<file path="config.mk">
export PLATFORM = sky130hd
export DESIGN_NAME = score_keeper
export DESIGN_NICKNAME = d
export VERILOG_FILES = /design/src/rtl/pacman_pkg.sv /design/src/rtl/bcd_add6.sv /design/src/rtl/score_keeper.sv
export SDC_FILE = /design/constraint.sdc
export NUM_CORES = 1
export LEC_CHECK = 0
export BUFFER_PORTS_ARGS = -buffer_cell sky130_fd_sc_hd__buf_2
export CAP_MARGIN = 20
export CORE_MARGIN = 2
export CORE_UTILIZATION = 42
export CTS_CLUSTER_SIZE = 16
export DETAILED_ROUTE_END_ITERATION = 6
export PLACE_DENSITY = 0.6
export SLEW_MARGIN = 5
export SYNTH_ARGS = -nofsm -noshare
export SYNTH_HDL_FRONTEND = slang
export SYNTH_SLANG_ARGS = --single-unit
</file>
<file path="constraint.sdc">
create_clock -name clk -period 10.56 [get_ports clk]
set_clock_uncertainty 0.05 [all_clocks]
set_input_delay 0.528 -clock clk [delete_from_list [all_inputs] [get_ports clk]]
set_output_delay 0.528 -clock clk [all_outputs]
set_load 0.01 [all_outputs]
</file>
<file path="src/rtl/pacman_pkg.sv">
// Shared types and scoring constants for the pacman score keeper.
// Score constants are BCD-encoded so they feed the BCD adder directly.
package pacman_pkg;

  localparam int unsigned SCORE_W     = 24;
  localparam int unsigned DYING_TICKS = 120;

  typedef enum logic [2:0] {
    ST_IDLE,
    ST_PLAY,
    ST_FRIGHT,
    ST_DYING,
    ST_OVER
  } state_t;

  localparam logic [SCORE_W-1:0] PTS_PELLET = 24'h000010;
  localparam logic [SCORE_W-1:0] PTS_POWER  = 24'h000050;
  // Dot and power pellet on the same cycle; no digit carry, so a single constant.
  localparam logic [SCORE_W-1:0] PTS_BOTH   = 24'h000060;
  localparam logic [SCORE_W-1:0] PTS_GHOST0 = 24'h000200;
  localparam logic [SCORE_W-1:0] PTS_GHOST1 = 24'h000400;
  localparam logic [SCORE_W-1:0] PTS_GHOST2 = 24'h000800;
  localparam logic [SCORE_W-1:0] PTS_GHOST3 = 24'h001600;
  localparam logic [SCORE_W-1:0] SCORE_CAP  = 24'h999990;

  // Ghost award for a multiplier index 0..3.
  function automatic logic [SCORE_W-1:0] ghost_pts(input logic [1:0] idx);
    case (idx)
      2'd0:    return PTS_GHOST0;
      2'd1:    return PTS_GHOST1;
      2'd2:    return PTS_GHOST2;
      default: return PTS_GHOST3;
    endcase
  endfunction

endpackage

</file>
<file path="src/rtl/bcd_add6.sv">
// Six-digit combinational BCD adder.
// Ports: a, b - BCD operands; sum - BCD result; carry - decimal overflow out of digit 5.
module bcd_add6
  import pacman_pkg::*;
(
  input  logic [SCORE_W-1:0] a,
  input  logic [SCORE_W-1:0] b,
  output logic [SCORE_W-1:0] sum,
  output logic               carry
);

  logic [4:0] d;
  logic       c;

  // Ripple digit by digit, applying the +6 decimal correction above 9.
  always_comb begin
    c   = 1'b0;
    d   = '0;
    sum = '0;
    for (int i = 0; i < 6; i++) begin
      d = 5'(a[i*4 +: 4]) + 5'(b[i*4 +: 4]) + 5'(c);
      if (d > 5'd9) begin
        d = d + 5'd6;
        c = 1'b1;
      end else begin
        c = 1'b0;
      end
      sum[i*4 +: 4] = d[3:0];
    end
    carry = c;
  end

endmodule

</file>
<file path="src/rtl/score_keeper.sv">
// Game score, lives, pellet count and frightened-mode timing for one player.
// Ports: clk/rst (sync, active-high); start; pellet_eaten, power_eaten,
// ghost_eaten[3:0] (bit 0 blinky), pacman_caught pulses from the maze;
// score_bcd (6 BCD digits), frightened, fright_flash, pellets_left, lives,
// level_clear (1-cycle pulse), game_over.
module score_keeper
  import pacman_pkg::*;
#(
  parameter int unsigned TOTAL_PELLETS = 244,
  parameter int unsigned FRIGHT_TICKS  = 360,
  parameter int unsigned FLASH_TICKS   = 120,
  parameter int unsigned START_LIVES   = 3
) (
  input  logic               clk,
  input  logic               rst,
  input  logic               start,
  input  logic               pellet_eaten,
  input  logic               power_eaten,
  input  logic [3:0]         ghost_eaten,
  input  logic               pacman_caught,
  output logic [SCORE_W-1:0] score_bcd,
  output logic               frightened,
  output logic               fright_flash,
  output logic [7:0]         pellets_left,
  output logic [1:0]         lives,
  output logic               level_clear,
  output logic               game_over
);

  localparam int unsigned FW = $clog2(FRIGHT_TICKS + 1);
  localparam int unsigned DW = $clog2(DYING_TICKS + 1);
  localparam logic FLASH_AT_LOAD = 1'(FRIGHT_TICKS <= FLASH_TICKS);

  state_t             state;
  logic [FW-1:0]      fright_cnt;
  logic [DW-1:0]      dying_cnt;
  logic [1:0]         mult_idx;
  logic [3:0]         pending;

  logic               active;
  logic               pe;
  logic               pw;
  logic [3:0]         credit;
  logic [SCORE_W-1:0] pellet_add;
  logic [SCORE_W-1:0] ghost_add;
  logic [SCORE_W-1:0] addend;
  logic [SCORE_W-1:0] sum;
  logic               carry;
  logic [SCORE_W-1:0] score_nxt;
  logic [7:0]         dec;
  logic [7:0]         pellets_nxt;

  // Per-cycle score addend and pellet count; the level_clear cycle is a reload cycle.
  always_comb begin
    active     = ((state == ST_PLAY) || (state == ST_FRIGHT)) && !level_clear;
    pe         = pellet_eaten & active;
    pw         = power_eaten & active;
    credit     = pending & (~pending + 4'd1);
    pellet_add = '0;
    case ({pe, pw})
      2'b11:   pellet_add = PTS_BOTH;
      2'b10:   pellet_add = PTS_PELLET;
      2'b01:   pellet_add = PTS_POWER;
      default: pellet_add = '0;
    endcase
    ghost_add   = (|pending) ? ghost_pts(mult_idx) : '0;
    // Pellet points only touch the tens digit, ghost points only hundreds/thousands.
    addend      = pellet_add | ghost_add;
    dec         = 8'(pe) + 8'(pw);
    pellets_nxt = (pellets_left > dec) ? (pellets_left - dec) : '0;
  end

  bcd_add6 u_add (
    .a     (score_bcd),
    .b     (addend),
    .sum   (sum),
    .carry (carry)
  );

  // The LSB digit is always 0, so any overflow shows up as a decimal carry.
  assign score_nxt = carry ? SCORE_CAP : sum;

  // Game FSM with all counters and registered outputs.
  always_ff @(posedge clk) begin
    if (rst) begin
      state        <= ST_IDLE;
      score_bcd    <= '0;
      lives        <= 2'(START_LIVES);
      pellets_left <= 8'(TOTAL_PELLETS);
      frightened   <= 1'b0;
      fright_flash <= 1'b0;
      level_clear  <= 1'b0;
      game_over    <= 1'b0;
      fright_cnt   <= '0;
      dying_cnt    <= '0;
      mult_idx     <= '0;
      pending      <= '0;
    end else begin
      score_bcd    <= score_nxt;
      // Ghosts are only latched while frightened, but drain regardless of state.
      pending      <= (pending & ~credit) | (ghost_eaten & {4{state == ST_FRIGHT}});
      if (pw) begin
        mult_idx <= '0;
      end else if ((|pending) && (mult_idx != 2'd3)) begin
        mult_idx <= mult_idx + 2'd1;
      end
      pellets_left <= level_clear ? 8'(TOTAL_PELLETS) : pellets_nxt;
      level_clear  <= active && (pellets_left != 8'd0) && (pellets_nxt == 8'd0);

      unique case (state)
        ST_IDLE, ST_OVER: begin
          if (start) begin
            state        <= ST_PLAY;
            score_bcd    <= '0;
            lives        <= 2'(START_LIVES);
            pellets_left <= 8'(TOTAL_PELLETS);
            level_clear  <= 1'b0;
            game_over    <= 1'b0;
          end
        end
        ST_PLAY: begin
          if (!level_clear) begin
            if (pacman_caught) begin
              state     <= ST_DYING;
              dying_cnt <= DW'(DYING_TICKS);
              if (lives != 2'd0) begin
                lives <= lives - 2'd1;
              end
            end else if (pw) begin
              state        <= ST_FRIGHT;
              fright_cnt   <= FW'(FRIGHT_TICKS);
              frightened   <= 1'b1;
              fright_flash <= FLASH_AT_LOAD;
            end
          end
        end
        ST_FRIGHT: begin
          if (level_clear || (!pw && (fright_cnt <= FW'(1)))) begin
            state        <= ST_PLAY;
            fright_cnt   <= '0;
            frightened   <= 1'b0;
            fright_flash <= 1'b0;
          end else if (pw) begin
            fright_cnt   <= FW'(FRIGHT_TICKS);
            fright_flash <= FLASH_AT_LOAD;
          end else begin
            fright_cnt   <= fright_cnt - FW'(1);
            fright_flash <= (fright_cnt <= FW'(FLASH_TICKS + 1));
          end
        end
        ST_DYING: begin
          if (dying_cnt <= DW'(1)) begin
            dying_cnt <= '0;
            if (lives != 2'd0) begin
              state <= ST_PLAY;
            end else begin
              state     <= ST_OVER;
              game_over <= 1'b1;
            end
          end else begin
            dying_cnt <= dying_cnt - DW'(1);
          end
        end
        default: state <= ST_IDLE;
      endcase
    end
  end

endmodule

</file>
# [After elaboration in Yosys (flattened, before gate mapping)]
# Index checks and enable logic that the tools add are counted.
[op_classes] eq_ne=20 reduce_logical=27 bitwise=9 n_lt_le_gt_ge=10 mul=0 n_shift=0 div_mod_pow=0 mux=62 addsub=24
[ops] op="24-bit two-way mux" count=4
[ops] op="9-bit two-way mux" count=5
[ops] op="13-bit one-hot mux with 3 select lines" count=1
[ops] op="8-bit two-way mux" count=4
[ops] op="4-bit by 4-bit adder with 5-bit output" count=6
[ops] op="5-bit by 4-bit > comparator with 1-bit output, second input constant" count=6
[ops] op="5-bit by 1-bit adder with 5-bit output" count=5
[ops] op="4-bit by 3-bit adder with 4-bit output, second input constant" count=6
[ops] op="4-bit two-way mux" count=6
[ops] op="24-bit OR" count=1
[ops] op="3-bit two-way mux" count=7
[ops] op="7-bit two-way mux" count=3
[ops] op="7-bit one-hot mux with 3 select lines" count=1
[ops] op="1-bit two-way mux" count=20
[ops] op="9-bit one-hot mux with 2 select lines" count=1
[ops] op="2-bit != test, second input constant" count=8
[ops] op="5-bit AND reduction" count=3
[ops] op="7-bit one-hot mux with 2 select lines" count=1
[ops] op="4-bit bitwise AND" count=3
[ops] op="3-bit one-hot mux with 4 select lines" count=1
[ops] op="2-bit nonzero test" count=5
[ops] op="9-bit by 1-bit <= comparator with 1-bit output, second input constant" count=1
[ops] op="9-bit by 7-bit <= comparator with 1-bit output, second input constant" count=1
[ops] op="9-bit by 1-bit subtractor with 9-bit output, second input constant" count=1
[ops] op="32 further kinds" count=52
[totals] out_inout_bits=38 mem_bits_rw=0 n_memories=0 input_bits=10 elab_cells=164 ff_bits=63 latchBits=0 mem_bits_ro=0

# [Depth between registers and ports, before layout]
[depth] depth_word=28 depth_mapped=39 depth_no_buf=37

# [Modules after synthesis]
# From an unflattened synthesis, not the netlist that was laid out.
[unflattened] hier_cells=498 hier_area_um2=4327.9
[by_module_without_submodules] module="score_keeper" seq_area_each_um2=1261.2 area_per_inst_um2=2892.8 instances=1 cells_per_inst=325
[by_module_without_submodules] module="bcd_add6" seq_area_each_um2=0.0 area_per_inst_um2=1435.1 instances=1 cells_per_inst=173

# [Least setup slack after synthesis]
# Ideal clock, no wire load.
[synth_timing] path_kind="flip-flop to flip-flop" startpoint="register state[0]" endpoint="register score_bcd[5]" setup_slack_ns=2.444 t_required_ns=10.436 setup_time_ns=0.074 n_path_buf=2 arrival_ns=7.992 stages_incl_launch_ff=37 period_less_slack_ns=8.116 path_cell_list="dfxtp_1 -> buf_2 -> xnor2_1 -> nor3_1 -> and2_1 -> ha_1 -> inv_1 -> fa_1 -> inv_1 -> fa_1 -> or3_1 -> a21boi_0 -> nor2_1 -> ha_1 -> inv_1 -> fa_1 -> and2_1 -> o311a_1 -> fa_1 -> inv_1 -> ha_1 -> buf_2 -> o21a_1 -> nor2_1 -> a21oi_1 -> ha_1 -> ha_1 -> o21ai_0 -> or2_2 -> a2bb2oi_1 -> ha_1 -> ha_1 -> or2_2 -> a21oi_1 -> o21ai_1 -> or4_1 -> o21ai_0"
[synth_between] elab_chain_cells=26 word_cells_on_any_way=35 classes_between="7 x add/sub; 5 x order compare; 6 x eq/ne; 10 x mux; 3 x bitwise; 4 x reduce/logical"
[synth_rtl] element="start, declared" line="score_keeper.sv:34" text="state_t state;"
[synth_rtl] element="start signal, assigned" line="score_keeper.sv:86" text="state <= ST_IDLE;"
[synth_rtl] element="start signal, assigned" line="score_keeper.sv:113" text="state <= ST_PLAY;"
[synth_rtl] element="start signal, assigned" line="score_keeper.sv:124" text="state <= ST_DYING;"
[synth_rtl] element="3-bit by 1-bit == test with 1-bit output or 3-bit by 2-bit == test with 1-bit output (tied branches)" line="score_keeper.sv:55" text="active = ((state == ST_PLAY) || (state == ST_FRIGHT)) && !level_clear;"
[synth_rtl] element="1-bit logical OR" line="score_keeper.sv:55"
[synth_rtl] element="1-bit logical AND" line="score_keeper.sv:55"
[synth_rtl] element="1-bit bitwise AND (on tied branches)" line="score_keeper.sv:57, score_keeper.sv:56"
[synth_rtl] element="2-bit by 1-bit == test with 1-bit output or 2-bit == test (tied branches)" line="score_keeper.sv:60" text="case ({pe, pw})"
[synth_rtl] element="7-bit one-hot mux with 3 select lines" line="score_keeper.sv:60"
[synth_rtl] element="24-bit OR" line="score_keeper.sv:68" text="addend = pellet_add | ghost_add;"
[synth_rtl] element="4-bit by 4-bit adder with 5-bit output" line="bcd_add6.sv:21" text="d = 5'(a[i*4 +: 4]) + 5'(b[i*4 +: 4]) + 5'(c);"
[synth_rtl] element="[... 10 more ...]"
[synth_rtl] element="5-bit by 4-bit > comparator with 1-bit output" line="bcd_add6.sv:22" text="if (d > 5'd9) begin"
[synth_rtl] element="1-bit two-way mux" line="bcd_add6.sv:22"
[synth_rtl] element="5-bit by 1-bit adder with 5-bit output" line="bcd_add6.sv:21"
[synth_rtl] element="5-bit by 4-bit > comparator with 1-bit output" line="bcd_add6.sv:22"
[synth_rtl] element="1-bit two-way mux" line="bcd_add6.sv:22"
[synth_rtl] element="24-bit two-way mux" line="score_keeper.sv:81" text="assign score_nxt = carry ? SCORE_CAP : sum;"
[synth_rtl] element="24-bit two-way mux" line="score_keeper.sv:112" text="if (start) begin"
[synth_rtl] element="24-bit two-way mux (*)" line="score_keeper.sv:110" text="unique case (state)"
[synth_rtl] element="end signal, assigned" line="score_keeper.sv:99" text="score_bcd <= score_nxt;"
[synth_rtl] element="end, declared" line="score_keeper.sv:21" text="output logic [SCORE_W-1:0] score_bcd,"
# Mark *: on every way between the ends. The rest lies on a longest branch, timed or not.
# A chain may end at the register's enable or synchronous reset.

# [Worst setup path in the final report]
# Same ends and word-level chain as after synthesis.

==> summary.md <==
| Metric | Value |
|---|---|
| DP Worst Slack | `1.47 ns` |
| Max Fclk | `110 MHz` |
| Most common cell on crit path | `ha_1` |
| Clk Latency, worst-skew pair | `0.33 ns` |
| Clock Tree Buf Depth | `2` |
| Crit path buffers/inverters | `5` |
| I/O pins | `48` |
| Port Buf Inserts | `47` |
| Final ANT Viol Nets | `0` |
| Yosys warning total | `0` |
| EDFF count, synth | `0` |
| P_leak | `0.00181 uW` |
| Max-slew violations | `0` |
| Vias per cell | `5.37` |
| Clock-pin slew on the worst setup and hold paths | `0.07 ns` |
| Finished Layout Cells | `617` |
| Vias in the first global route | `3055` |
| RR Startpoint | `state[0]` |
| Die Area | `9960 um2` |
| Fraction of power spent switching nets | `30.0%` |
| Clk root buf | `clkbuf_8` |
| Main synth FF type | `dfxtp_1` |
| Syn avg cell area | `8.32 um2` |
| Switching power of the nets | `183 uW` |
| Dpl cells | `601` |
| Crit. End Element | `register` |
| Hold path startpoint | `ghost_eaten[1]` |
| RSZ-0062 raised after global routing | `no` |
| Fill count | `861` |
| CTS tree | `built` |
| Cell-internal power | `427 uW` |
| Post-CTS setup buffer count | `0` |
| Detail Placement HPWL | `6230 um` |
| Status | `complete, no violations` |
| Htree depth | `3` |
| Initial antenna violation count | `0` |
| Total placed instance area | `4140 um2` |
| Mapped Area | `3850 um2` |
| CP startpoint | `state[0]` |
| Worst-Margin Slew | `0.973 ns` |
| Total track usage | `17.8%` |
| Post-layout instance area | `4350 um2` |
| Area of the core | `8810 um2` |
| Seq pwr share | `43.6%` |
| Period utilization | `85.8%` |
| Yosys cell types | `72` |
| First-pass GRT wire length | `14400 um` |
| Clk pwr share | `36.9%` |
| Storage element area | `1260 um2` |
| DRT Wirelength | `8530 um` |
| CTS sink count | `63` |
| CP Launch Type | `register` |
| Worst EP arrival | `9.27 ns` |
| Nets | `548` |
| Async S/R FF share, synth | `0%` |
| Die H | `99.8 um` |
| #FFs+latches synth | `63` |
| Most frequent cells in the layout | `dfxtp_1, nor2_1, buf_2` |
| Final Wtd Congestion | `0.841` |
| Num CTS Buffers | `9` |
| Setup Viol. Count Final | `0` |
| Final Critical Period | `9.06 ns` |
| Crit Path Max Fanout | `13` |
| Mapped Cells | `463` |
| Largest net degree at the start of global routing | `33` |
| Fin. Hold Viols | `0` |
| Most common cell after layout, fill and taps aside | `dfxtp_1` |
| Die W | `99.8 um` |
| Max VDD drop | `0.0719 mV` |
| Multi-input gate area | `2380 um2` |
| Starting Density | `43.7%` |
| Vias | `3311` |
| Pwr/cell area | `140 nW/um2` |
| Max-cap violations | `0` |
| Avg WL per Cell | `13.8 um` |
| Kind of critical path | `reg2reg` |
| Sequential share of the synthesized area | `32.7%` |
| Worst path max stage delay | `0.60 ns` |
| Worst setup margin | `1.50 ns` |
| Area added between synthesis and finish | `12.9%` |
| Syn nets | `507` |
| Fraction of layout instances using a drive strength above 1 | `15.5%` |
| Min-delay worst type | `in2reg` |
| CP top delay family | `adder cells` |
| CTS resizes | `0` |
| Crit-path slowest cell | `fa_1` |
| Num rows | `34` |
| Worst-case headroom to the max-slew limit | `34.7%` |
| Utilization after layout | `49.4%` |
| Worst EP required | `10.77 ns` |
| Total gr overflow | `0` |
| Starting DRT DRC Count | `127` |
| Setup TNS | `0 ns` |
| Combinational share of power | `19.5%` |
| # hold bufs at CTS | `0` |
| Drt pass-1 iters | `5` |
| # diodes | `0` |
| Residual DRC | `0` |
-- registers in the layout, indices dropped and copies added (netlist names), 2 cells and up --
name	count
pellets_left	8
lives	2
pending	4
state	3
score_bcd	24
fright_cnt	9
mult_idx	2
dying_cnt	7
-- through the flow --
stage | hold slack, ns | total power, uW
after detailed placement | 0.395 | 391
after global routing | 0.392 | 644
after CTS | 0.378 | 616
after floorplan | 0.401 | 359
after global placement | 0.386 | 390
final | 0.390 | 610
-- final cells by class --
class                      count  share of cell area [%]
multi-input combinational    348                    54.7
sequential                    63                    29.0
timing repair buffer          47                    5.41
clock buffer                  13                    3.88
tap                          108                    3.11
inverter                      35                    3.02
clock inverter                 3                   0.921
-- power by group through the flow --
stage | registers [uW] | clock network (uW) | logic [uW]
CTS | 266 | 230 | 120
floorplan | 269 | 0 | 89.9
detailed placement | 272 | 0 | 119
finish | 266 | 225 | 119
global placement | 271 | 0 | 118
global route | 269 | 240 | 135
-- layer usage --
layer  part of all wire (%)  routed length, um  track usage, %  vias up
met3                    3.9                331            4.04        6
met2                     46               3910            28.3       47
met4                   0.80                 68            5.27        0
li1                       -                  -               -     1716
met5                      0                  0               0        -
met1                     49               4210            24.2     1542
-- logic make-up (layout without fill, tap and decap cells) --
group / Yosys count / after routing / share of synthesized area [%]
and+or+nand+nor: 170 / 170 / 23.3
AOI/OAI and AO/OA: 118 / 118 / 20.3
DFF: 63 / 63 / 32.7
buffers and inverters: 52 / 98 / 5.55
adders and majority gates: 34 / 34 / 12.0
xor gates and xnor gates: 20 / 20 / 4.55
muxes: 6 / 6 / 1.62
-- cell usage after synthesis, drive strengths merged (5+ instances only) --
master	number	area (um2)
o21bai	6	45.0
dfxtp	63	1260
nor3b	5	48.8
clkbuf	9	35.0
and3	5	31.3
o21ai	21	105
nand2	26	97.6
nand3b	6	45.0
xnor2	14	123
buf	8	47.5
ha	29	363
or2	6	37.5
nor2	58	218
nand2b	9	56.3
and2	5	31.3
fa	5	100
xor2	6	52.6
a21oi	45	225
nor3	20	111
inv	35	131
nor2b	9	56.3
-- worst paths after layout --
kind / slack, ns / depth (start not counted) / to
worst max-delay path: 1.50 / 35 / score_bcd[5]
worst min-delay path: 0.39 / 3 / pending[1]
worst max register to register: 1.50 / 35 / score_bcd[5]
worst min register to register: 0.40 / 2 / game_over
-- worst reg2reg max path, delay by kind of cell, from the launching register on --
family | cells | cell delay (ns)
flops | 1 | 0.57
buf+inv | 5 | 0.36
compound gates | 10 | 2.09
xor+xnor | 2 | 0.39
simple gates | 7 | 2.06
fa+ha+maj | 11 | 3.44
Power figures use the tool's default switching activity.
